--- src/rtl/uart_pkg.sv ---
// Shared UART definitions: one-hot transmitter states and parity modes.
package uart_pkg;

  localparam int PARITY_NONE = 0;
  localparam int PARITY_ODD  = 1;
  localparam int PARITY_EVEN = 2;

  typedef enum logic [4:0] {
    ST_IDLE   = 5'b00001,
    ST_START  = 5'b00010,
    ST_DATA   = 5'b00100,
    ST_PARITY = 5'b01000,
    ST_STOP   = 5'b10000
  } tx_state_e;

  // Parity bit to put on the line, given the XOR of the data bits.
  function automatic logic parity_bit(input int mode, input logic data_xor);
    return (mode == PARITY_ODD) ? ~data_xor : data_xor;
  endfunction

endpackage

--- src/rtl/uart_tx_fifo.sv ---
// Synchronous FIFO with first-word-fall-through read and registered status.
module uart_tx_fifo #(
  parameter int WIDTH = 8,
  parameter int DEPTH = 16
) (
  input  logic                   clk,
  input  logic                   reset,
  input  logic                   wr_en,
  input  logic [WIDTH-1:0]       wr_data,
  input  logic                   rd_en,
  output logic [WIDTH-1:0]       rd_data,
  output logic [$clog2(DEPTH):0] count,
  output logic                   full,
  output logic                   empty
);

  localparam int AW = $clog2(DEPTH);

  logic [WIDTH-1:0] mem [DEPTH];
  logic [AW-1:0]    wr_ptr, rd_ptr;
  logic [AW:0]      count_nxt;
  logic             do_wr, do_rd;

  // Requests are gated here so a full/empty buffer is never corrupted.
  assign do_wr   = wr_en & ~full;
  assign do_rd   = rd_en & ~empty;
  assign rd_data = mem[rd_ptr];

  // Occupancy after this edge; simultaneous push and pop leave it unchanged.
  always_comb begin
    count_nxt = count;
    if (do_wr && !do_rd)      count_nxt = count + 1'b1;
    else if (!do_wr && do_rd) count_nxt = count - 1'b1;
  end

  // Pointers wrap naturally at DEPTH (power of two); flags track count_nxt.
  always_ff @(posedge clk) begin
    if (reset) begin
      wr_ptr <= '0;
      rd_ptr <= '0;
      count  <= '0;
      full   <= 1'b0;
      empty  <= 1'b1;
    end else begin
      if (do_wr) wr_ptr <= wr_ptr + 1'b1;
      if (do_rd) rd_ptr <= rd_ptr + 1'b1;
      count <= count_nxt;
      full  <= (count_nxt == (AW+1)'(DEPTH));
      empty <= (count_nxt == '0);
    end
  end

  // Storage array; contents need no reset since count guards every read.
  always_ff @(posedge clk) begin
    if (do_wr) mem[wr_ptr] <= wr_data;
  end

endmodule

--- src/rtl/uart_tx_framed.sv ---
// Buffered UART transmitter: start, LSB-first data, optional parity, stop bits.
module uart_tx_framed import uart_pkg::*; #(
  parameter int CLK_CYCLES_PER_BIT = 219,
  parameter int DATA_BITS          = 8,
  parameter int PARITY             = 0,
  parameter int STOP_BITS          = 1,
  parameter int FIFO_DEPTH         = 16
) (
  input  logic                        clk,
  input  logic                        reset,
  input  logic                        in_valid,
  input  logic [DATA_BITS-1:0]        in_data,
  output logic                        in_ready,
  output logic                        tx_data,
  output logic                        tx_active,
  output logic                        tx_done,
  output logic [$clog2(FIFO_DEPTH):0] fifo_count
);

  localparam int CW = $clog2(CLK_CYCLES_PER_BIT);
  localparam int BW = $clog2(DATA_BITS);
  localparam logic [CW-1:0] CYC_LAST  = CW'(CLK_CYCLES_PER_BIT - 1);
  localparam logic [BW-1:0] DATA_LAST = BW'(DATA_BITS - 1);
  localparam logic [BW-1:0] STOP_LAST = BW'(STOP_BITS - 1);

  tx_state_e            state, state_nxt;
  logic [CW-1:0]        cyc, cyc_nxt;
  logic [BW-1:0]        bitn, bit_nxt;
  logic [DATA_BITS-1:0] shreg, sh_nxt;
  logic                 par, par_nxt;
  logic                 bit_end, pop, frame_end, line, done_q;
  logic [DATA_BITS-1:0] fifo_rd_data;
  logic                 fifo_full, fifo_empty;

  uart_tx_fifo #(.WIDTH(DATA_BITS), .DEPTH(FIFO_DEPTH)) u_fifo (
    .clk     (clk),
    .reset   (reset),
    .wr_en   (in_valid),
    .wr_data (in_data),
    .rd_en   (pop),
    .rd_data (fifo_rd_data),
    .count   (fifo_count),
    .full    (fifo_full),
    .empty   (fifo_empty)
  );

  // Inverted flop output; the write is gated by the same flag inside the FIFO.
  assign in_ready = ~fifo_full;
  assign bit_end  = (cyc == CYC_LAST);

  // Next state, bit timing and line level; pops happen on the edge a frame begins.
  always_comb begin
    state_nxt = state;
    cyc_nxt   = cyc;
    bit_nxt   = bitn;
    sh_nxt    = shreg;
    par_nxt   = par;
    pop       = 1'b0;
    frame_end = 1'b0;
    line      = 1'b1;
    if (state != ST_IDLE) cyc_nxt = bit_end ? '0 : cyc + 1'b1;
    case (state)
      ST_IDLE: begin
        if (!fifo_empty) begin
          pop       = 1'b1;
          state_nxt = ST_START;
        end
      end
      ST_START: begin
        line = 1'b0;
        if (bit_end) begin
          state_nxt = ST_DATA;
          bit_nxt   = '0;
        end
      end
      ST_DATA: begin
        line = shreg[0];
        if (bit_end) begin
          sh_nxt = shreg >> 1;
          if (bitn == DATA_LAST) begin
            bit_nxt   = '0;
            state_nxt = (PARITY == PARITY_NONE) ? ST_STOP : ST_PARITY;
          end else begin
            bit_nxt = bitn + 1'b1;
          end
        end
      end
      ST_PARITY: begin
        line = par;
        if (bit_end) state_nxt = ST_STOP;
      end
      ST_STOP: begin
        if (bit_end) begin
          if (bitn == STOP_LAST) begin
            frame_end = 1'b1;
            bit_nxt   = '0;
            if (!fifo_empty) begin
              pop       = 1'b1;
              state_nxt = ST_START;
            end else begin
              state_nxt = ST_IDLE;
            end
          end else begin
            bit_nxt = bitn + 1'b1;
          end
        end
      end
      default: state_nxt = ST_IDLE;
    endcase
    if (pop) begin
      sh_nxt  = fifo_rd_data;
      par_nxt = parity_bit(PARITY, ^fifo_rd_data);
    end
  end

  // FSM and datapath registers.
  always_ff @(posedge clk) begin
    if (reset) begin
      state <= ST_IDLE;
      cyc   <= '0;
      bitn  <= '0;
      shreg <= '0;
      par   <= 1'b0;
    end else begin
      state <= state_nxt;
      cyc   <= cyc_nxt;
      bitn  <= bit_nxt;
      shreg <= sh_nxt;
      par   <= par_nxt;
    end
  end

  // Registered outputs; tx_done trails frame_end by two edges so it lands
  // the cycle after the last stop-bit cycle seen on tx_data.
  always_ff @(posedge clk) begin
    if (reset) begin
      tx_data   <= 1'b1;
      tx_active <= 1'b0;
      done_q    <= 1'b0;
      tx_done   <= 1'b0;
    end else begin
      tx_data   <= line;
      tx_active <= (state != ST_IDLE);
      done_q    <= frame_end;
      tx_done   <= done_q;
    end
  end

endmodule

--- config.mk ---
export PLATFORM = sky130hd
export DESIGN_NAME = uart_tx_framed
export DESIGN_NICKNAME = d
export VERILOG_FILES = /design/src/rtl/uart_pkg.sv /design/src/rtl/uart_tx_fifo.sv /design/src/rtl/uart_tx_framed.sv
export SDC_FILE = /design/constraint.sdc
export NUM_CORES = 1
export LEC_CHECK = 0
export CAP_MARGIN = 15
export CORE_MARGIN = 3
export CORE_UTILIZATION = 35
export DETAILED_ROUTE_END_ITERATION = 6
export SLEW_MARGIN = 20
export SYNTH_ARGS = -nofsm -noshare
export SYNTH_HDL_FRONTEND = slang
export SYNTH_SLANG_ARGS = --single-unit
--- constraint.sdc ---
create_clock -name clk -period 2.4 [get_ports clk]
set_clock_uncertainty 0.2 [all_clocks]
set_input_delay 0.36 -clock clk [delete_from_list [all_inputs] [get_ports clk]]
set_output_delay 0.36 -clock clk [all_outputs]
set_load 0.05 [all_outputs]
==> qor.csv, run 1 <==
stage,metric,value,unit
yosys,synthFlopType,edfxtp_1,
detailed_routing,drtAntennaViolNets,0,
critical_path,worstSetupPathType,reg -> reg,
worst_hold_path,hold_start,done_q,
run_status,status,"complete, but fails checks",
floorplan,chipWidth,149,um
global_routing,grt_use_met2,0.229,
yosys,synthMuxAreaShare,0.138,
critical_path,rrSetupSlack,-0.17,ns
yosys,avgSynthCellArea,15.9,um^2
cts,cts_num_sinks,174,
yosys,synth_top_area_frac,0.537,
sta,worst-slew-pin-transition,0.551,ns
placed_design,port-buffer-count,19,
power,p_leak,2.94,nW
run_status,violations,negative setup slack,
sta,layout_min_cycle_time,2.57,ns
global_routing,grtUsageTotal,0.135,
global_routing,top_usage_layer,met2,
cts,clk_latency,0.42,ns
critical_path,worstReg2RegEnd,u_fifo.full,
yosys,synth_top_family_by_area,multiplexers,
sta,slew_headroom,0.631,
yosys,yosysTopAreaCell,edfxtp_1,
cts,htree_levels,4,
global_routing,grt_pass1_vias,4229,
yosys,synth_compound_area_frac,0.0498,
cts,clockRootBuffer,clkbuf_16,
sta,finalHoldViolCount,0,
sta,fin_ws,-0.166,ns
global_routing,grt_overflow_total,0,
final_layout,final_cell_mix,"128 x edfxtp_1, 55 x buf_4, 43 x dfxtp_1",
yosys,synth_area,7160,um^2
detailed_routing,vias_per_cell,5.01,
critical_path,cp-end-kind,flop,
sta,period_share,1.07,
placed_design,post-place-ws,-0.200,ns
detailed_routing,drtPass1Iterations,4,
sta,final-setup-viol-count,9,
cts,clk_pin_slew,0.07,ns
detailed_routing,wl_per_cell,17.6,um
detailed_routing,drt-total-wl,14100,um
yosys,synthXorXnorAreaFrac,0.0196,
yosys,yosysSeqAreaShare,0.666,
placed_design,placed_cell_area,8070,um^2
yosys,ys_warn_count,0,
worst_hold_path,min_path_cells,1,
power,vdd_drop_max,0.000688,V
final_layout,final_common_cell,edfxtp_1,
critical_path,cp-start-kind,flop,
detailed_routing,via_count,4025,
global_routing,grt_max_degree,30,
final_layout,postLayoutCoreUtil,0.444,
critical_path,critPathArrivalTime,2.71,ns
floorplan,die_h,149,um
detailed_routing,drt_iter0_drc,254,
floorplan,initial_utilization,0.362,
yosys,synth_nets,474,
detailed_routing,post-route-drc-count,0,
global_routing,antenna_found_initial,0,
placed_design,place_congestion,0.764,
sta,max_freq,390,MHz
cts,cts.path.max_buffers,2,
yosys,synth_fa_ha_area_frac,0.0210,
sta,maxSlewViolCount,0,
sta,hold_slack,0.256,ns
yosys,async_flop_share,0,
floorplan,dieArea,22200,um^2
critical_path,regToRegStartpoint,cyc[0],
floorplan,rows,51,
final_layout,drive_gt1_frac,0.306,
power,p_per_area,1010,nW/um^2
yosys,ys_ff_latch,174,
global_routing,use_met1,0.171,
yosys,netlist_instances,451,
worst_hold_path,holdPathEnd,tx_done,
floorplan,ioPinCount,20,
yosys,synth_simple_gate_area_frac,0.0806,
global_routing,grt_pass1_wl,22800,um
final_layout,final_nets,549,
final_layout,insertedDiodeCount,0,
placed_design,place_hpwl,9450,um
run,maxCapViolCount,0,
final_layout,areaGrowthSynthToFinish,22.8,%
worst_hold_path,hold_class,reg -> reg,
critical_path,required,2.54,ns
sta,rsz0062_at_grt,yes,
critical_path,worstPathMaxFanout,4,
final_layout,fin_area,8790,um^2
cts,cts_tree,done,
power,total_power,8.90,mW
yosys,synth.area.top_cells,"edfxtp_1 54%, dfxtp_1 13%, mux4_2 13%, nor2_1 2.3%, ha_1 2.1%",
cts,numCtsBuffers,17,
critical_path,worst_r2r_path_depth,10,
floorplan,coreArea,19800,um^2
global_routing,grtUsageMet3,0.0352,
yosys,synth_edf_count,128,
yosys,yosysUniqueCellTypes,54,
## flip-flops by register name, summed over array words and instances (netlist names), named ones only
register and flops:
u_fifo.count 5, tx_done 1, cyc 8, tx_data 1, u_fifo.wr_ptr 4, u_fifo.full 1, state 4, u_fifo.empty 1
shreg 8, u_fifo.mem 128, u_fifo.rd_ptr 4, tx_active 1, bitn 3, done_q 1
## layer usage
metal	up-vias	part of all wire
li1	1890	-
met1	2056	0.44
met2	61	0.51
met3	18	0.034
met4	0	0.012
met5	-	0
## power by group
part / switching [mW] / total (mW) / internal (mW) / leakage (nW)
clock network: 1.19 / 2.53 / 1.34 / 0.260
registers: 0.185 / 3.65 / 3.46 / 1.53
logic: 1.33 / 2.72 / 1.38 / 1.14
## metrics by stage
stage,instances,setup TNS (ns)
6_report,804,-0.853
3_5_place_dp,765,-1.23
5_1_grt,804,-2.73
3_3_place_gp,765,-0.495
2_1_floorplan,451,-0.198
4_1_cts,804,-0.980
## repair_timing
item | CTS | global route
buffers inserted | 8 | 0
pin swaps | 9 | 0
gates resized for setup | 8 | 21
endpoints found under the setup margin | 11 | 23
hold buffers | 0 | 0
## logic make-up (layout without fill, tap and decap cells)
kind of cell	count (synthesis)	in the layout
DFF	174	174
and+or+nand+nor	115	115
muxes	49	49
AOI/OAI and AO/OA	46	46
buffers and inverters	39	127
xor gates and xnor gates	16	16
adders and majority gates	12	12
## Yosys cell counts (all sizes together) (2+ instances only)
cell type and number:
o21ai 7, edfxtp 128, nand4 8, xor2 11, a31oi 2, or3 3
inv 13, nor3 9, o22ai 2, and2 2, a211oi 7, a311oi 2
nor2 45, ha 12, nand3 2, or4b 3, dfxtp 46, nand2 24
nor4b 2, xnor2 5, a21oi 12, a22oi 2, nand2b 3, a2111oi 3
or4 3, nor2b 4, mux2i 9, buf 16, mux4 40, clkbuf 10
nor3b 2
## area by class of cell
class / instances / area [um^2]
fillers: 1773 / 11000
flip-flops and latches: 174 / 4770
multi-input cells: 238 / 2360
repair buffers: 82 / 746
clock buffers: 18 / 429
well taps: 265 / 332
clock inverters: 14 / 108
inverters: 13 / 48.8
## critical path, cell delays in order (launching register included)
cell	delay, ns
dfxtp_2	0.32
inv_2	0.05
ha_4	0.11
nand4_1	0.08
or4b_1	0.50
buf_6	0.16
a211o_4	0.35
buf_4	0.14
a22oi_2	0.16
o311a_1	0.23
nor4b_2	0.18
## how the worst max path moves through the flow
stage,startpoint,to,slack (ns),cells past startpoint
2_1_floorplan,cyc[0],u_fifo.count[3],-0.08,10
3_3_place_gp,cyc[0],u_fifo.empty,-0.13,9
3_5_place_dp,cyc[0],u_fifo.empty,-0.20,9
4_1_cts,cyc[0],u_fifo.empty,-0.18,10
5_1_grt,cyc[0],u_fifo.count[2],-0.26,9
6_report,cyc[0],u_fifo.full,-0.17,10
Power figures use the tool's default switching activity.
==> run 2, diff against run 1 <==
- CAP_MARGIN: 15 -> 0
- CORE_MARGIN: 3 -> 10
- SKIP_CTS_REPAIR_TIMING: not set -> 1
==> qor.csv, run 2 (same netlist as run 1, synthesis figures left out) <==
stage,metric,value,unit,change
global_routing,top_usage_layer,met2,,
sta,final-setup-viol-count,17,,+8
placed_design,dp.cells,767,,+0.26%
placed_design,port-buffer-count,19,,unchanged
cts,clk_pin_slew,0.06,ns,about the same
power,p_per_area,1050,nW/um^2,+4.2%
critical_path,worstPathMaxFanout,6,,+2
detailed_routing,via_count,4027,,+0.050%
sta,rsz0062_at_grt,yes,,
placed_design,place_congestion,0.799,,+4.5%
sta,slew_headroom,0.609,,-0.0222
global_routing,grt_max_degree,34,,+13%
global_routing,grt_pass1_wl,23000,um,+0.72%
global_routing,grt_pass1_vias,4172,,-1.3%
global_routing,grt_overflow_total,0,,unchanged
cts,htree_levels,4,,unchanged
detailed_routing,drt-total-wl,14200,um,+0.31%
global_routing,antenna_found_initial,0,,unchanged
sta,max_freq,379,MHz,-2.9%
detailed_routing,post-route-drc-count,0,,unchanged
global_routing,grtUsageMet3,0.0234,,-0.0118
floorplan,die_h,163,um,+9.4%
final_layout,postLayoutCoreUtil,0.439,,-0.00482
global_routing,grt_use_met2,0.178,,-0.0510
power,p_leak,2.98,nW,+1.6%
final_layout,areaGrowthSynthToFinish,23.8,%,
critical_path,critPathArrivalTime,2.76,ns,+0.05 ns
sta,fin_setup_tns,-2.06,ns,-1.21 ns
sta,layout_min_cycle_time,2.64,ns,+0.0762 ns
power,vdd_drop_max,0.000568,V,-17%
detailed_routing,drtAntennaViolNets,0,,unchanged
sta,worst-slew-pin-transition,0.586,ns,+0.0343 ns
critical_path,cp-start-kind,flop,,
cts,cts_tree,done,,
floorplan,dieArea,26600,um^2,+20%
sta,period_share,1.10,,+0.0317
run,maxCapViolCount,0,,unchanged
floorplan,chipWidth,163,um,+9.4%
sta,fin_ws,-0.242,ns,-0.0762 ns
placed_design,place_hpwl,9550,um,+1.0%
detailed_routing,wl_per_cell,17.6,um,about the same
sta,maxSlewViolCount,0,,unchanged
placed_design,post-place-ws,-0.208,ns,-0.00790 ns
floorplan,rows,52,,+2.0%
final_layout,top_register,u_fifo.mem,,
critical_path,required,2.52,ns,-0.02 ns
final_layout,fin_area,8860,um^2,+0.85%
final_layout,final_cell_mix,"128 x edfxtp_1, 51 x buf_4, 42 x nor2_1",,
critical_path,worstSetupPathType,reg -> reg,,
cts,numCtsBuffers,17,,unchanged
floorplan,coreArea,20200,um^2,+2.0%
final_layout,nFillCells,1803,,+1.7%
cts,cts_num_sinks,174,,unchanged
global_routing,use_met1,0.144,,-0.0264
cts,cts.path.max_buffers,2,,unchanged
detailed_routing,vias_per_cell,5.00,,-0.20%
final_layout,insertedDiodeCount,0,,unchanged
run_status,status,"complete, but fails checks",,
detailed_routing,drt_iter0_drc,267,,+5.1%
floorplan,initial_utilization,0.355,,-0.00696
global_routing,grtUsageTotal,0.112,,-0.0235
placed_design,placed_cell_area,8020,um^2,-0.67%
sta,finalHoldViolCount,0,,unchanged
worst_hold_path,hold_class,reg -> reg,,
final_layout,fin_cells,806,,+0.25%
cts,clk_latency,0.43,ns,about the same
final_layout,final_common_cell,edfxtp_1,,
floorplan,ioPinCount,20,,unchanged
final_layout,largest_reg_flops,128,,unchanged
run_status,violations,negative setup slack,,
cts,clockRootBuffer,clkbuf_16,,
detailed_routing,drtPass1Iterations,4,,unchanged
critical_path,cp-end-kind,flop,,
final_layout,final_nets,546,,-0.55%
final_layout,drive_gt1_frac,0.313,,+0.00731
final_layout,top_regs,"u_fifo.mem x128, cyc x8, shreg x8",,
==> run 2: cell types whose count changed in the layout (fill, tap and decap cells not counted), moves of 3 or more <==
cell and change:
nor2_4 -5, buf_6 +3, a211oi_1 +5, bufinv_16 +4, a211oi_2 -5, buf_12 -3, nor2_1 +3, buf_4 -4
==> run 2: per-layer routing <==
layer / part of all wire / up-vias
met5: 0 / -
met4: 0.015 / 0
met3: 0.043 / 21
met2: 0.50 / 77
met1: 0.44 / 2042
li1: - / 1887
==> run 2: final timing paths <==
kind | startpoint | to | slack [ns] | cells after the start
worst max register to register | cyc[0] | u_fifo.empty | -0.24 | 9
worst max-delay path | cyc[0] | u_fifo.empty | -0.24 | 9
worst min register to register | done_q | tx_done | 0.24 | 1
worst min-delay path | done_q | tx_done | 0.24 | 1
==> run 2: final cells by class <==
type / instances / area (um^2) / area share
clock buffers: 19 / 433 / 0.0488
clock inverters: 13 / 199 / 0.0224
inverters: 13 / 48.8 / 0.00551
multi-input cells: 238 / 2370 / 0.267
flip-flops and latches: 174 / 4770 / 0.538
well taps: 270 / 338 / 0.0381
repair buffers: 79 / 707 / 0.0798
==> run 2: stage by stage <==
| step | hold slack, ns | total power [mW] |
|---|---|---|
| after floorplan | 0.214 | 5.35 |
| after global placement | 0.230 | 5.98 |
| after detailed placement | 0.230 | 6.06 |
| after CTS | 0.245 | 9.01 |
| after global routing | 0.259 | 9.80 |
| final | 0.239 | 9.35 |
==> run 2: critical path, cell delays in order (launching register included) <==
cell and delay (ns):
dfxtp_2 0.32, inv_2 0.06, ha_4 0.11, nand4_1 0.10, or4b_4 0.50, buf_6 0.15, a211o_4 0.38, mux2i_2 0.22
xor2_1 0.15, o41ai_2 0.35
==> run 2: report_power, final <==
| part | total (mW) | internal [mW] | leakage (nW) | switching (mW) |
|---|---|---|---|---|
| registers | 3.67 | 3.47 | 1.53 | 0.208 |
| logic | 2.74 | 1.40 | 1.14 | 1.34 |
| clock network | 2.94 | 1.77 | 0.307 | 1.16 |
| total | 9.35 | 6.64 | 2.98 | 2.71 |
==> run 3, diff against run 2 <==
- CAP_MARGIN: 0 -> not set
==> results of run 3 <==
No change in the layout: final DEF, timing and power equal those of run 2.
==> variant: new RTL, flow settings as in run 2 <==
Register the output `fifo_count`, without a reset; this adds one clock of latency there. The other outputs are not delayed to match.
--- a/src/rtl/uart_tx_framed.sv
+++ b/src/rtl/uart_tx_framed.sv
@@ -24,4 +24,6 @@
   localparam logic [BW-1:0] STOP_LAST = BW'(STOP_BITS - 1);
 
+  logic [$clog2(FIFO_DEPTH):0] fifo_count_d;
+
   tx_state_e            state, state_nxt;
   logic [CW-1:0]        cyc, cyc_nxt;
@@ -40,5 +42,5 @@
     .rd_en   (pop),
     .rd_data (fifo_rd_data),
-    .count   (fifo_count),
+    .count   (fifo_count_d),
     .full    (fifo_full),
     .empty   (fifo_empty)
@@ -147,4 +149,8 @@
   end
 
+  always_ff @(posedge clk) begin
+    fifo_count <= fifo_count_d;
+  end
+
 endmodule
 
Behaviour: not the same (a bounded check fails within 4 cycles, from zero or initial values and one cycle with reset high).
==> variant against run 2 <==
The run still ends with negative setup slack left; synthesized area increased by 1.1%; die area increased by 0.97%; sequential cell count increased by 5; global-route usage decreased by 0.56 points; combinational power decreased by 30%; worst setup slack improved by 0.090 ns; final area decreased by 0.83%; synthesized cell count increased by 4.4%; power decreased by 11%; wire length decreased by 3.6%; critical endpoint unchanged; largest power group unchanged.
==> variant: results (changes against run 2) <==
Setup TNS=-0.577 ns (+1.48 ns); DR vias/cell=5.00 (about the same); Syn Area/Cell=15.4 um^2 (-3.2%); main area contributors after synthesis=edfxtp_1 53%, dfxtp_1 14%, mux4_2 11%; Remaining Overflow, GRT=0 (unchanged); worst slack at placement=-0.208 ns (-0.000350 ns); HPWL Detailed=9.19 mm (-3.7%); Clock Tree Buf Depth=2 (unchanged); fraction of final layout cells sized beyond drive strength 1=24.9% (-6.5 points); Detailed Route WL=13.7 mm (-3.6%); DR pass1 iterations=4 (unchanged); failing checks=negative setup slack; worst skew pair latency=0.43 ns (about the same); NetSw=2.43 mW (-10%); Final setup viols=8 (-9); GRT Total Usage=10.6% (-0.56 points); post-route setup slack=-0.152 ns (+0.0900 ns); Crit Path Max Fanout=4 (-2); max_slew headroom=62.1% (+1.2 points); Seq/Total Area, Yosys=67.2% (+0.66 points); fin nets=565 (+3.5%); first-pass GRT wire length=22.1 mm (-4.0%); synth cell count leaders=128 x edfxtp_1, 51 x dfxtp_1, 45 x nor2_1; Synth Net Count=494 (+4.2%); ant diodes=0 (unchanged); initial antenna violation count=0 (unchanged); Num CTS Buffers=17 (unchanged); Worst-path clk slew=0.07 ns; Hold WC Path Type=reg -> reg; biggest regs=u_fifo.mem (128), cyc (8), shreg (8); leakage power=2.93 nW (-1.7%); H-tree Lvls=4 (unchanged); M3 GR Usage=3.10% (+0.76 points); vias in the first global route=4,108 (-1.5%); area post-placement=8190 um^2 (+2.1%); synth warn=0 (unchanged); Iter 0 DRT Violations=209 (-22%); maximum vdd drop=0.000669 V (+18%); IO buf count=19 (unchanged); Netlist cell types=45 (-17%); FFs w/ async S/R, synth=0% (unchanged); CP arrival=2.67 ns (-0.09 ns); met2 usage=17.2% (-0.63 points); largest net degree at the start of global routing=31 (-8.8%); EDFF count, synth=128 (unchanged); routability cong.=0.848 (+6.2%); met1 Use GR=13.2% (-1.2 points); placed insts=793 (+3.4%); outcome=finished with violations; WL/cell=16.6 um (-5.8%)
## variant: area by class of cell
type	instances	area [um^2]
flip-flops and latches	179	4870
clock inverters	14	156
multi-input cells	257	2270
clock buffers	18	429
well taps	270	338
repair buffers	75	686
fillers	1829	11500
inverters	12	45.0
## variant: path summary, 6_finish.rpt
check,from,end,slack (ns),cells after the start
worst max register to register,cyc[0],u_fifo.empty,-0.15,8
worst min register to register,u_fifo.count[4],fifo_count[4],0.22,0
worst max-delay path,cyc[0],u_fifo.empty,-0.15,8
worst min-delay path,u_fifo.count[4],fifo_count[4],0.22,0
## variant: kinds of logic (layout without fill, tap and decap cells)
family | after synthesis | count (layout) | synth area share, %
AOI/OAI and AO/OA | 55 | 55 | 5.12
xor gates and xnor gates | 15 | 15 | 1.81
adders and majority gates | 12 | 12 | 2.07
buffers and inverters | 35 | 119 | 2.04
DFF | 179 | 179 | 67.2
muxes | 52 | 52 | 13.4
and+or+nand+nor | 123 | 123 | 8.30
## variant: worst max-delay path, stage by stage (launching register included)
cell and delay (ns):
dfxtp_2 0.32, inv_2 0.05, ha_4 0.10, nand4_1 0.11
or4b_4 0.57, a211oi_4 0.32, nor2_1 0.09, o31a_1 0.31
o41ai_2 0.36
## variant: metal layers
| layer | up-vias | routed length [um] | share of wire [%] |
|---|---|---|---|
| met3 | 12 | 581 | 4.3 |
| met2 | 79 | 6780 | 50 |
| met4 | 0 | 169 | 1.2 |
| met5 | - | 0 | 0 |
| met1 | 2073 | 6130 | 45 |
| li1 | 1961 | - | - |
## variant: power groups by stage
stage / combinational [mW] / clock, mW / sequential (mW)
finish: 1.93 / 2.68 / 3.72
global route: 2.12 / 2.89 / 3.75
CTS: 1.95 / 2.77 / 3.72
detailed placement: 1.94 / 0 / 3.79
global placement: 1.90 / 0 / 3.78
floorplan: 1.18 / 0 / 3.86
